===== src/rtl/crc5_check_if.sv =====
// crc5_check_if: handshake and result bundle for the receive-side USB token
// CRC5 checker.
//   start     : begin a new token field check (honoured in IDLE only)
//   bit_in    : serial line bit, LSB first
//   bit_valid : bit_in carries a valid line bit this cycle
//   abort     : upstream error, discard the field in progress
//   ack       : consumer took the result, releases HOLD
//   busy      : checker in SHIFT or CHECK
//   done      : result valid, held until ack
//   crc_ok    : residual matched (valid while done)
//   crc_err   : residual mismatched (valid while done)
//   addr/endp : captured token address / endpoint
// master = upstream/consumer side, slave = checker.
interface crc5_check_if;
    logic       start;
    logic       bit_in;
    logic       bit_valid;
    logic       abort;
    logic       ack;
    logic       busy;
    logic       done;
    logic       crc_ok;
    logic       crc_err;
    logic [6:0] addr;
    logic [3:0] endp;

    modport master (
        output start, bit_in, bit_valid, abort, ack,
        input  busy, done, crc_ok, crc_err, addr, endp
    );

    modport slave (
        input  start, bit_in, bit_valid, abort, ack,
        output busy, done, crc_ok, crc_err, addr, endp
    );
endinterface


===== src/rtl/crc5_check.sv =====
// crc5_check: receive-side USB token CRC5 checker.
// Takes 11 payload bits (7-bit address + 4-bit endpoint, LSB first) followed
// by the 5 received CRC bits, runs all 16 through the x^5+x^2+1 LFSR and
// compares the final contents with RESIDUAL.
// Ports:
//   clk   : clock
//   rst_n : asynchronous active-low reset
//   bus   : crc5_check_if.slave (start/bit_in/bit_valid/abort/ack in,
//           busy/done/crc_ok/crc_err/addr/endp out)
module crc5_check #(
    parameter logic [4:0] RESIDUAL = 5'b01100
) (
    input  logic         clk,
    input  logic         rst_n,
    crc5_check_if.slave  bus
);

    typedef enum logic [1:0] {IDLE, SHIFT, CHECK, HOLD} state_t;

    state_t      state;
    state_t      state_nx;

    logic [4:0]  s;
    logic [4:0]  cnt;
    logic [10:0] f;
    logic [6:0]  addr_q;
    logic [3:0]  endp_q;
    logic        done_q;
    logic        ok_q;
    logic        err_q;

    logic        accept;
    logic        fb;
    logic [4:0]  s_nx;
    logic [10:0] f_nx;

    // A bit is taken only in SHIFT, and abort wins over bit_valid.
    always_comb begin
        accept = (state == SHIFT) && !bus.abort && bus.bit_valid;
        fb     = s[4] ^ bus.bit_in;
        s_nx   = {s[3], s[2], s[1] ^ fb, s[0], fb};
        f_nx   = {bus.bit_in, f[10:1]};
    end

    // State register
    always_ff @(posedge clk or negedge rst_n) begin
        if (!rst_n) state <= IDLE;
        else        state <= state_nx;
    end

    // Next-state logic
    always_comb begin
        state_nx = state;
        case (state)
            IDLE:  if (bus.start) state_nx = SHIFT;
            SHIFT: begin
                if (bus.abort)                      state_nx = IDLE;
                else if (accept && cnt == 5'd15)    state_nx = CHECK;
            end
            CHECK: state_nx = HOLD;
            HOLD:  if (bus.ack) state_nx = IDLE;
            default: state_nx = IDLE;
        endcase
    end

    // Datapath and result registers
    always_ff @(posedge clk or negedge rst_n) begin
        if (!rst_n) begin
            s      <= '1;
            cnt    <= '0;
            f      <= '0;
            addr_q <= '0;
            endp_q <= '0;
            done_q <= 1'b0;
            ok_q   <= 1'b0;
            err_q  <= 1'b0;
        end else begin
            case (state)
                IDLE: begin
                    if (bus.start) begin
                        s      <= '1;
                        cnt    <= '0;
                        f      <= '0;
                        addr_q <= '0;
                        endp_q <= '0;
                    end
                end
                SHIFT: begin
                    if (bus.abort) begin
                        cnt <= '0;
                    end else if (bus.bit_valid) begin
                        s   <= s_nx;
                        cnt <= cnt + 5'd1;
                        // Only the 11 payload bits enter the field register;
                        // addr/endp track it so they are final after bit 11.
                        if (cnt < 5'd11) begin
                            f      <= f_nx;
                            addr_q <= f_nx[6:0];
                            endp_q <= f_nx[10:7];
                        end
                    end
                end
                CHECK: begin
                    done_q <= 1'b1;
                    ok_q   <= (s == RESIDUAL);
                    err_q  <= (s != RESIDUAL);
                end
                HOLD: begin
                    if (bus.ack) begin
                        done_q <= 1'b0;
                        ok_q   <= 1'b0;
                        err_q  <= 1'b0;
                    end
                end
                default: ;
            endcase
        end
    end

    // Outputs: all decoded from registers only
    always_comb begin
        bus.busy    = (state == SHIFT) || (state == CHECK);
        bus.done    = done_q;
        bus.crc_ok  = ok_q;
        bus.crc_err = err_q;
        bus.addr    = addr_q;
        bus.endp    = endp_q;
    end

endmodule


===== src/flat_wrapper.sv =====
// flat-port wrapper written by rule: the top's interface ports become plain ports
module crc5_check_flat 
#(
    parameter logic [4:0] RESIDUAL = 5'b01100
)
  (clk, rst_n, bus_start, bus_bit_in, bus_bit_valid, bus_abort, bus_ack, bus_busy, bus_done, bus_crc_ok, bus_crc_err, bus_addr, bus_endp);
  crc5_check_if bus_i ();
  input  logic clk;
  input  logic rst_n;
  input wire logic [$bits(bus_i.start)-1:0] bus_start;
  input wire logic [$bits(bus_i.bit_in)-1:0] bus_bit_in;
  input wire logic [$bits(bus_i.bit_valid)-1:0] bus_bit_valid;
  input wire logic [$bits(bus_i.abort)-1:0] bus_abort;
  input wire logic [$bits(bus_i.ack)-1:0] bus_ack;
  output wire logic [$bits(bus_i.busy)-1:0] bus_busy;
  output wire logic [$bits(bus_i.done)-1:0] bus_done;
  output wire logic [$bits(bus_i.crc_ok)-1:0] bus_crc_ok;
  output wire logic [$bits(bus_i.crc_err)-1:0] bus_crc_err;
  output wire logic [$bits(bus_i.addr)-1:0] bus_addr;
  output wire logic [$bits(bus_i.endp)-1:0] bus_endp;
  assign bus_i.start = bus_start;
  assign bus_i.bit_in = bus_bit_in;
  assign bus_i.bit_valid = bus_bit_valid;
  assign bus_i.abort = bus_abort;
  assign bus_i.ack = bus_ack;
  assign bus_busy = bus_i.busy;
  assign bus_done = bus_i.done;
  assign bus_crc_ok = bus_i.crc_ok;
  assign bus_crc_err = bus_i.crc_err;
  assign bus_addr = bus_i.addr;
  assign bus_endp = bus_i.endp;
  crc5_check #(.RESIDUAL(RESIDUAL)) u_core (.clk(clk), .rst_n(rst_n), .bus(bus_i));
endmodule

===== config.mk =====
export PLATFORM = sky130hd
export DESIGN_NAME = crc5_check_flat
export DESIGN_NICKNAME = d
export VERILOG_FILES = /design/src/rtl/crc5_check_if.sv /design/src/rtl/crc5_check.sv /design/src/flat_wrapper.sv
export SDC_FILE = /design/constraint.sdc
export NUM_CORES = 1
export LEC_CHECK = 0
export CORE_MARGIN = 1
export CORE_UTILIZATION = 57
export DETAILED_ROUTE_END_ITERATION = 8
export GPL_TIMING_DRIVEN = 0
export PLACE_DENSITY = 0.84
export SETUP_SLACK_MARGIN = 0.05
export SYNTH_ARGS = -nofsm -noshare
export SYNTH_HDL_FRONTEND = slang
export SYNTH_SLANG_ARGS = --single-unit

===== constraint.sdc =====
create_clock -name clk -period 5.4 [get_ports clk]
set_clock_uncertainty 0.15 [all_clocks]
set_input_delay 0.81 -clock clk [delete_from_list [all_inputs] [get_ports clk]]
set_output_delay 0.81 -clock clk [all_outputs]
set_load 0.005 [all_outputs]

==> metrics.txt <==
# TYPE chip_impl_metric gauge
chip_impl_metric{name="ctsResizeCount",unit=""} 0
chip_impl_metric{name="grt_antenna_before_repair",unit=""} 0
chip_impl_metric{name="power_leakage",unit="nW"} 0.732
chip_impl_metric{name="routed_via_density",unit=""} 5.94
chip_impl_metric{name="crit_path_max_fanout",unit=""} 5
chip_impl_metric{name="post_synth_inst_count",unit=""} 144
chip_impl_metric{name="cts_inserted_buffers",unit=""} 3
chip_impl_metric{name="clk_path_buf_depth",unit=""} 2
chip_impl_metric{name="cts_sinks",unit=""} 26
chip_impl_metric{name="avgRoutedWirePerCell",unit="um"} 14.4
chip_impl_metric{name="global_route.overflow_total",unit=""} 0
chip_impl_metric{name="crit_arrival",unit="ps"} 1660
chip_impl_info{name="yosys_most_used_dff",value="sky130_fd_sc_hd__dfrtp_1"} 1
chip_impl_metric{name="dp.final_hpwl",unit="um"} 2050
chip_impl_info{name="layout.cells.most_common_list",value="27 x sky130_fd_sc_hd__nand2_1, 21 x sky130_fd_sc_hd__dfrtp_1, 21 x sky130_fd_sc_hd__clkdlybuf4s50_1, 11 x sky130_fd_sc_hd__nand3_1, 10 x sky130_fd_sc_hd__o211ai_2"} 1
chip_impl_metric{name="clk_pin_slew_worst_paths",unit="ps"} 150
chip_impl_metric{name="hold_viol_final",unit=""} 0
chip_impl_info{name="crit_path_start_kind",value="flip-flop"} 1
chip_impl_metric{name="setup_buffers_after_cts",unit=""} 0
chip_impl_metric{name="vdd.ir_drop.worst",unit="V"} 0.000217
chip_impl_metric{name="timing.final.crit_share",unit="%"} 48.5
chip_impl_metric{name="floorplan.initialDensity",unit="%"} 62.4
chip_impl_metric{name="drt_iter0_drc",unit=""} 25
chip_impl_metric{name="slew_headroom",unit="%"} 23.3
chip_impl_info{name="run_status",value="completed"} 1
chip_impl_metric{name="layout.core_utilization",unit="%"} 74.7
chip_impl_metric{name="nets",unit=""} 184
chip_impl_metric{name="final.fill_count",unit=""} 160
chip_impl_info{name="hold_path_class",value="flip-flop to flip-flop"} 1
chip_impl_metric{name="cts.htree.levels",unit=""} 1
chip_impl_metric{name="fp.dieH",unit="um"} 52.2
chip_impl_metric{name="setup_total_negative_slack",unit="ps"} 0
chip_impl_info{name="clock_tree_from_tritoncts",value="built"} 1
chip_impl_metric{name="yosysWarningCount",unit=""} 0
chip_impl_metric{name="clk-insertion-delay-late",unit="ps"} 330
chip_impl_metric{name="syn_area_per_cell",unit="um^2"} 9.96
chip_impl_metric{name="floorplan.io_pins",unit=""} 22
chip_impl_metric{name="asyncSetResetFlopFracSynth",unit="%"} 100
chip_impl_metric{name="route.vias.total",unit=""} 1170
chip_impl_metric{name="gp_congestion",unit=""} 0.797
chip_impl_metric{name="timing.final.max_slew_violations",unit=""} 0
chip_impl_metric{name="worst_pin_slew",unit="ps"} 1150
chip_impl_info{name="grt_setup_unrepaired",value="false"} 1
chip_impl_metric{name="insertedDiodeCount",unit=""} 0
chip_impl_metric{name="drt-total-wl",unit="um"} 2840
chip_impl_info{name="final_common_cell",value="sky130_fd_sc_hd__nand2_1"} 1
chip_impl_metric{name="core_area",unit="um^2"} 2300
chip_impl_metric{name="yosys.cell_types.count",unit=""} 36
chip_impl_metric{name="cp.required",unit="ps"} 4440
chip_impl_metric{name="number_of_enable_flip_flop_cells_after_synthesis",unit=""} 0
chip_impl_metric{name="drtPass1Iterations",unit=""} 4
chip_impl_metric{name="power-per-cell-area",unit="nW/um^2"} 363
chip_impl_metric{name="global_route_wire_length_before_repair",unit="um"} 4850
chip_impl_metric{name="die_area",unit="um^2"} 2720
chip_impl_metric{name="post-route-drc-count",unit=""} 0
chip_impl_metric{name="setup-violations-final",unit=""} 0
chip_impl_metric{name="number_of_rows_in_the_core_area",unit=""} 17
chip_impl_metric{name="synth_fp_nets",unit=""} 158
chip_impl_metric{name="vias_in_the_first_global_route",unit=""} 1083
chip_impl_info{name="critical_path_class",value="flip-flop to output pin"} 1
chip_impl_metric{name="mappedNetlistArea",unit="um^2"} 1430
chip_impl_metric{name="gr-usage-all-layers",unit="%"} 24.5
chip_impl_metric{name="growth_of_design_area_from_synthesis_to_finish",unit="%"} 19.6
chip_impl_metric{name="clock.fmax",unit="MHz"} 382
chip_impl_metric{name="postSynthRegisterBits",unit=""} 26
chip_impl_metric{name="sequential_cell_area_fraction_in_the_yosys_report",unit="%"} 45.8
chip_impl_metric{name="number_of_max_cap_violations",unit=""} 0
chip_impl_metric{name="io_buffer_count",unit=""} 21
chip_impl_info{name="clock-root-buffer",value="sky130_fd_sc_hd__clkbuf_4"} 1
chip_impl_metric{name="drt.antenna.violating_nets",unit=""} 0
chip_impl_metric{name="die-width",unit="um"} 52.2
chip_impl_metric{name="share_of_final_layout_standard_cells_stronger_than_drive_strength_1",unit="%"} 16.6
chip_impl_metric{name="postCtsHoldBufs",unit=""} 0
chip_impl_info{name="critPathCaptureType",value="output pin"} 1
chip_impl_metric{name="largest_net_degree_at_the_start_of_global_routing",unit=""} 27
chip_impl_metric{name="finalWorstPathRequiredPeriod",unit="ps"} 2620
-- cell usage after synthesis (4+ instances only) --
master	number	area share (%)
sky130_fd_sc_hd__inv_1	5	1.3
sky130_fd_sc_hd__dfstp_2	5	9.2
sky130_fd_sc_hd__ha_1	7	6.1
sky130_fd_sc_hd__nand3_1	11	3.8
sky130_fd_sc_hd__a21oi_1	5	1.7
sky130_fd_sc_hd__o21ai_1	5	1.7
sky130_fd_sc_hd__nand2b_1	5	2.2
sky130_fd_sc_hd__o22a_1	4	2.4
sky130_fd_sc_hd__dfrtp_1	21	37
sky130_fd_sc_hd__o211ai_2	10	8.7
sky130_fd_sc_hd__nor2_1	6	1.6
sky130_fd_sc_hd__nand2_1	27	7.1
-- final timing paths --
check                                      to  cells past startpoint            start  slack [ps]
max in group asynchronous       u_core.cnt[2]                      1            rst_n        3500
setup / recovery                     bus_busy                      3  u_core.state[0]        2780
hold / removal                    u_core.s[1]                      1      u_core.s[0]         370
setup reg to reg           u_core.bus.addr[0]                      7  u_core.state[0]        3400
hold reg to reg                   u_core.s[1]                      1      u_core.s[0]         370
min in group asynchronous  u_core.bus.addr[1]                      1            rst_n         920
-- through the flow --
step	power, W	instances	hold WS (ps)	area [um^2]	setup slack [ps]
2_1_floorplan	0.000434	144	312	1430	3600
3_3_place_gp	0.000514	193	337	1680	2940
3_5_place_dp	0.000523	193	357	1680	2920
4_1_cts	0.000625	197	380	1720	2790
5_1_grt	0.000667	197	402	1720	2680
6_report	0.000622	197	373	1720	2780
-- layer usage --
| layer | track usage (%) | wire [um] | vias to the layer above |
|---|---|---|---|
| met3 | 2.63 | 104 | 4 |
| met1 | 33.2 | 1370 | 576 |
| met2 | 39.5 | 1340 | 29 |
| li1 | - | - | 561 |
| met4 | 10.5 | 31 | 0 |
| met5 | 0 | 0 | - |
-- cells by family after synthesis --
group	synth area share (%)
adder cells (fa/ha/maj)	6.11
buffers and inverters	4.01
multiplexers	1.74
AO/OA/AOI/OAI	22.2
XOR/XNOR	1.22
AND/OR/NAND/NOR	18.9
flip-flops	45.8
-- worst max-delay path: stages (launching register included) --
cell and delay [ps]:
sky130_fd_sc_hd__dfrtp_1 450, sky130_fd_sc_hd__inv_1 110, sky130_fd_sc_hd__ha_1 290, sky130_fd_sc_hd__clkdlybuf4s50_1 490
-- registers in the layout, summed over array words and instances, names as in the netlist, named ones only --
| name | count |
|---|---|
| u_core.cnt | 5 |
| u_core.bus.endp | 3 |
| u_core.s | 5 |
| u_core.bus.addr | 6 |
| u_core.bus.crc_err | 1 |
| u_core.f | 2 |
| u_core.bus.crc_ok | 1 |
| u_core.bus.done | 1 |
| u_core.state | 1 |
-- area by class of cell --
type | instances | area (um^2) | share of cell area, %
tap | 28 | 35.0 | 2.04
clock buffer | 4 | 36.3 | 2.12
sequential | 26 | 657 | 38.3
multi-input combinational | 106 | 719 | 41.9
inverter | 6 | 22.5 | 1.31
buffer | 6 | 35.0 | 2.04
timing repair buffer | 21 | 210 | 12.3
-- report_power, final --
part	internal (W)	switching [W]
sequential	0.000229	0.0000314
clock	0.0000413	0.0000614
combinational	0.000111	0.000147
total	0.000382	0.000240
Note: power is estimated with default switching activity, not from simulation.
